**config.mk**
```make
export PLATFORM = sky130hd
export DESIGN_NAME = rtm_ctrl
export DESIGN_NICKNAME = d
export VERILOG_FILES = /design/src/rtl/rtm_pkg.sv /design/src/rtl/rtm_alu.sv /design/src/rtl/rtm_ctrl.sv
export SDC_FILE = /design/constraint.sdc
export NUM_CORES = 1
export LEC_CHECK = 0
export BUFFER_PORTS_ARGS = -buffer_cell sky130_fd_sc_hd__buf_2
export CAP_MARGIN = 20
export CORE_MARGIN = 3
export CORE_UTILIZATION = 52
export DETAILED_ROUTE_END_ITERATION = 10
export GPL_ROUTABILITY_DRIVEN = 0
export PLACE_DENSITY = 0.82
export SETUP_SLACK_MARGIN = 0.15
export SLEW_MARGIN = 10
export SYNTH_ARGS = -nofsm -noshare
export SYNTH_HDL_FRONTEND = slang
export SYNTH_HIERARCHICAL = 1
export SYNTH_SLANG_ARGS = --single-unit
```
**constraint.sdc**
```tcl
create_clock -name clk -period 3 [get_ports clk]
set_clock_uncertainty 0.1 [all_clocks]
set_input_delay 0.3 -clock clk [delete_from_list [all_inputs] [get_ports clk]]
set_output_delay 0.3 -clock clk [all_outputs]
set_load 0.01 [all_outputs]
```
**src/rtl/rtm_pkg.sv**
```systemverilog
// Shared opcode and FSM state encodings for the register-transfer
// micro-controller.
package rtm_pkg;

  typedef enum logic [2:0] {
    OP_NOP   = 3'd0,
    OP_LOADI = 3'd1,
    OP_MOV   = 3'd2,
    OP_ADD   = 3'd3,
    OP_SUB   = 3'd4,
    OP_AND   = 3'd5,
    OP_OR    = 3'd6,
    OP_XOR   = 3'd7
  } op_e;

  typedef enum logic [1:0] {
    S_IDLE  = 2'd0,
    S_READ  = 2'd1,
    S_EXEC  = 2'd2,
    S_WRITE = 2'd3
  } state_e;

endpackage

```
**src/rtl/rtm_alu.sv**
```systemverilog
// Combinational datapath: result, carry/borrow and zero flag for
// one command.
module rtm_alu
  import rtm_pkg::*;
#(
  parameter int n = 16
) (
  input  op_e          op,
  input  logic [n-1:0] a,
  input  logic [n-1:0] b,
  input  logic [n-1:0] imm,
  output logic [n-1:0] res,
  output logic         carry,
  output logic         zero
);

  logic [n:0] sum;
  logic [n:0] diff;

  // Bit n of the widened difference is the unsigned borrow.
  assign sum  = {1'b0, a} + {1'b0, b};
  assign diff = {1'b0, a} - {1'b0, b};

  always_comb begin
    res   = '0;
    carry = 1'b0;
    unique case (op)
      OP_NOP:   res = '0;
      OP_LOADI: res = imm;
      OP_MOV:   res = a;
      OP_ADD: begin
        res   = sum[n-1:0];
        carry = sum[n];
      end
      OP_SUB: begin
        res   = diff[n-1:0];
        carry = diff[n];
      end
      OP_AND:   res = a & b;
      OP_OR:    res = a | b;
      OP_XOR:   res = a ^ b;
    endcase
  end

  assign zero = (res == '0);

endmodule

```
**src/rtl/rtm_ctrl.sv**
```systemverilog
// Four-state register-transfer controller: accept, read, execute,
// write back, with a fixed latency for every opcode.
module rtm_ctrl
  import rtm_pkg::*;
#(
  parameter int n = 16,
  parameter int k = 4
) (
  input  logic         clk,
  input  logic         rst_n,
  input  logic         cmd_valid,
  output logic         cmd_ready,
  input  logic [2:0]   cmd_op,
  input  logic [k-1:0] cmd_d,
  input  logic [k-1:0] cmd_sa,
  input  logic [k-1:0] cmd_sb,
  input  logic [n-1:0] cmd_imm,
  output logic [n-1:0] rf_x,
  output logic         rf_ld,
  output logic [k-1:0] rf_d,
  output logic [k-1:0] rf_sa,
  output logic [k-1:0] rf_sb,
  input  logic [n-1:0] rf_a,
  input  logic [n-1:0] rf_b,
  output logic         res_valid,
  output logic [n-1:0] res_data,
  output logic         res_zero,
  output logic         res_carry
);

  state_e       state_q;
  state_e       state_d;
  logic         rdy_q;
  op_e          op_q;
  logic [k-1:0] d_q;
  logic [k-1:0] sa_q;
  logic [k-1:0] sb_q;
  logic [n-1:0] imm_q;
  logic [n-1:0] a_q;
  logic [n-1:0] b_q;
  logic [n-1:0] res_q;
  logic         zero_q;
  logic         carry_q;
  logic [n-1:0] alu_res;
  logic         alu_carry;
  logic         alu_zero;
  logic         accept;

  rtm_alu #(.n(n)) u_alu (
    .op    (op_q),
    .a     (a_q),
    .b     (b_q),
    .imm   (imm_q),
    .res   (alu_res),
    .carry (alu_carry),
    .zero  (alu_zero)
  );

  // rdy_q keeps cmd_ready low until the first edge after reset.
  always_comb begin
    state_d   = state_q;
    cmd_ready = rdy_q && (state_q == S_IDLE);
    accept    = cmd_valid && cmd_ready;
    unique case (state_q)
      S_IDLE:  if (accept) state_d = S_READ;
      S_READ:  state_d = S_EXEC;
      S_EXEC:  state_d = S_WRITE;
      S_WRITE: state_d = S_IDLE;
    endcase
  end

  always_ff @(posedge clk or negedge rst_n) begin
    if (!rst_n) begin
      state_q <= S_IDLE;
      rdy_q   <= 1'b0;
      op_q    <= OP_NOP;
      d_q     <= '0;
      sa_q    <= '0;
      sb_q    <= '0;
      imm_q   <= '0;
      a_q     <= '0;
      b_q     <= '0;
      res_q   <= '0;
      zero_q  <= 1'b0;
      carry_q <= 1'b0;
    end else begin
      state_q <= state_d;
      rdy_q   <= 1'b1;
      if (accept) begin
        op_q  <= op_e'(cmd_op);
        d_q   <= cmd_d;
        sa_q  <= cmd_sa;
        sb_q  <= cmd_sb;
        imm_q <= cmd_imm;
      end
      if (state_q == S_READ) begin
        a_q <= rf_a;
        b_q <= rf_b;
      end
      if (state_q == S_EXEC) begin
        res_q   <= alu_res;
        zero_q  <= alu_zero;
        carry_q <= alu_carry;
      end
    end
  end

  assign rf_sa     = sa_q;
  assign rf_sb     = sb_q;
  assign rf_d      = d_q;
  assign rf_x      = res_q;
  assign rf_ld     = (state_q == S_WRITE) && (op_q != OP_NOP);
  assign res_valid = (state_q == S_WRITE);
  assign res_data  = res_q;
  assign res_zero  = zero_q;
  assign res_carry = carry_q;

endmodule
```
==> metrics.log <==
INFO  metric cts_num_sinks = 84
INFO  metric antenna_cells_inserted = 0
INFO  metric async_flop_share = 1.000
INFO  metric unrepaired_setup_endpoints_after_global_routing = yes
INFO  metric tritoncts_clock_tree = done
INFO  metric place_inst = 961
INFO  metric cp_launch_type = flip-flop
INFO  metric tritoncts.num_buffers = 9
INFO  metric whs = 63.70 ps
INFO  metric grt_first_pass_wirelength = 30,590 um
INFO  metric postSynthRegisterBits = 84
INFO  metric via_count_of_the_first_global_routing_pass = 6,049
INFO  metric final.min_clock_period = 3108 ps
INFO  metric report.final.hold_viol_count = 0
INFO  metric finalWirelength = 21,450 um
INFO  metric cts_max_path_buffers = 2
INFO  metric area_delta_synth_final = 34.27%
INFO  metric ant_nets = 0
INFO  metric top_level_ports = 115
INFO  metric drt_drc_violations_left = 2
INFO  metric layout_worst_path_cycle_share = 1.036
INFO  metric detailedPlacementHpwl = 13,300 um
INFO  metric violations = DRC, setup timing
INFO  metric overall_global_routing_resource_usage = 0.2685
INFO  metric worst_slew_pin_slew = 631.0 ps
INFO  metric setup.worst_path.start = b_q[0]
INFO  metric antenna_found_initial = 0
INFO  metric h_tree_levels = 3
INFO  metric critical_path.endpoint = res_zero
INFO  metric dr_total_vias = 6,376
INFO  metric clk_pin_slew = 70 ps
INFO  metric max_freq = 0.3218 GHz
INFO  metric netlist_area = 6485 sq um
INFO  metric starting_utilization_of_the_core_area = 0.5354
INFO  metric slew_headroom = 0.5794
INFO  metric grt_overflow = 0
INFO  metric setup_tns = -147.1 ps
INFO  metric final_layout_size_suffix_gt1_frac = 0.5048
INFO  metric placeableCoreArea = 12,110 sq um
INFO  metric endpoint_kind = flip-flop
INFO  metric outcome = finished with violations
INFO  metric postSynthNetCount = 767
INFO  metric routed_wire_per_std_cell = 21.28 um
INFO  metric worstHoldPathType = primary input to flip-flop
INFO  metric rows = 40
INFO  metric ys_types = 76
INFO  metric number_of_vias_per_cell_after_detailed_routing = 6.325
INFO  metric timing.reg2reg.setup_slack = -110 ps
INFO  metric maxcap_viol_count = 0
INFO  metric r2r-end = res_zero
INFO  metric netlist_instances = 644
INFO  metric timing.reg2reg.worst_path_depth = 12
INFO  metric synth-edff-count = 0
INFO  metric timing.critical_path.fanout_max = 3
INFO  metric syn_area_per_cell = 10.07 sq um
INFO  metric maximum_number_of_pins_on_one_net_before_global_route_repair = 85
INFO  metric yosys_warnings = 6
INFO  metric placement.io_buffers = 114
INFO  metric detail_route.first_pass.iterations = 10
INFO  metric final_cell_count_no_fill = 1,008
INFO  metric final_max_slew_viol_count = 0
INFO  metric layout_common_cells = 113 x buf_2, 107 x buf_4, 84 x dfrtp_1, 47 x mux2_2
INFO  metric mostFrequentLayoutCell = buf_2
INFO  metric clock_insertion_delay_worst_skew = 370 ps
INFO  metric final-setup-viol-count = 3
INFO  metric filler_cell_count = 819
INFO  metric dr.first_iter.drc_count = 760
INFO  metric die_w = 117.7 um
INFO  metric cts_root_buf = clkbuf_16
INFO  metric design.die.area = 13,850 sq um
INFO  metric worstPathArrival = 3320 ps
INFO  metric place_ws = -314.4 ps
INFO  metric synth-seq-area-share = 0.3241
INFO  metric crit-reg2reg-launch = b_q[0]
INFO  metric finish.net_count = 958
INFO  metric die_y = 117.7 um
INFO  metric worst-endpoint-required = 3210 ps
INFO  metric final.setup.worst_slack = -107.7 ps
INFO  metric synth-main-ff-cell = dfrtp_1
INFO  metric criticalPathCategory = flip-flop to flip-flop
==> cell families after synthesis <==
logic type / after synthesis / synth area share
AND/OR/NAND/NOR: 137 / 0.1138
other: 1 / 0.0005783
multiplexers: 94 / 0.1804
XOR/XNOR: 3 / 0.004052
AO/OA/AOI/OAI: 162 / 0.1802
flip-flops: 84 / 0.3241
adder cells (fa/ha/maj): 57 / 0.1123
buffers and inverters: 106 / 0.08451
==> sequential cells by signal, summed over array words and instances (netlist names), 2 cells and up <==
| register | count |
|---|---|
| res_data | 16 |
| state_q | 2 |
| rf_d | 4 |
| op_q | 3 |
| b_q | 16 |
| imm_q | 16 |
| rf_sb | 4 |
| rf_sa | 4 |
| a_q | 16 |
==> metal layers <==
layer / global-route usage / part of all wire
met5: 0 / 0
met4: 0.1385 / 0.071
met3: 0.05911 / 0.12
met2: 0.4272 / 0.45
met1: 0.3438 / 0.36
==> critical path, stage by stage, from the launching register on <==
cell	delay [ps]
dfrtp_1	390
ha_2	210
inv_2	40
fa_2	370
nor2_2	110
xnor2_1	120
a22o_1	230
a221o_1	330
or3_4	350
nor4_4	200
nand4b_1	190
nor4b_2	240
mux2_4	180
==> timing repair <==
| action | in CTS | in global routing |
|---|---|---|
| resized for setup | 40 | 73 |
| hold endpoints to repair | 0 | 25 |
| hold buffers | 0 | 1 |
| setup endpoints to repair | 8 | 9 |
| buffers inserted | 6 | 23 |
| pin swaps | 20 | 40 |
==> worst min-delay path by stage <==
stage / start / endpoint / slack (ps) / cells after the start
global route: cmd_op[1] / op_q[1] / 60 / 2
CTS: cmd_sb[3] / rf_sb[3] / 70 / 2
floorplan: rst_n / a_q[0] / -100 / 0
detailed placement: rf_d[2] / rf_d[2] / 390 / 1
global placement: rf_sb[2] / rf_sb[2] / 390 / 1
finish: rf_b[9] / b_q[9] / 60 / 2
==> per-stage QoR <==
step,utilization,cell area (sq um)
after global placement,0.6300,7630
after detailed placement,0.6300,7630
after CTS,0.6730,8152
final,0.7189,8707
after global routing,0.7189,8707
after floorplan,-,6485
==> area by class of cell <==
class / instances / area, sq um / share of cell area
multi-input combinational: 454 / 4343 / 0.4988
sequential: 84 / 2102 / 0.2414
timing repair buffer: 233 / 1559 / 0.1790
clock buffer: 11 / 252.7 / 0.02903
tap: 168 / 210.2 / 0.02414
inverter: 53 / 198.9 / 0.02285
clock inverter: 5 / 41.29 / 0.004742
==> synthesized netlist by cell type, drive strengths merged (5+ instances only) <==
master,instances,area share
o22ai,7,0.0068
nor2,33,0.019
o211ai,7,0.0081
nand2b,13,0.013
a221oi,19,0.026
clkbuf,8,0.0046
a211oi,11,0.015
o21bai,5,0.0058
dfrtp,84,0.32
nand2,25,0.014
ha,55,0.11
nor3,12,0.0093
a31oi,7,0.0068
mux2,83,0.16
mux2i,10,0.015
nor2b,6,0.0058
buf,45,0.049
o21ai,22,0.017
a21oi,38,0.029
a211o,6,0.0081
inv,52,0.030
or3,10,0.010
nand3,9,0.0077
Power is not shown: default switching activity piles up to over one toggle a cycle in this logic, so the estimate is an artifact.
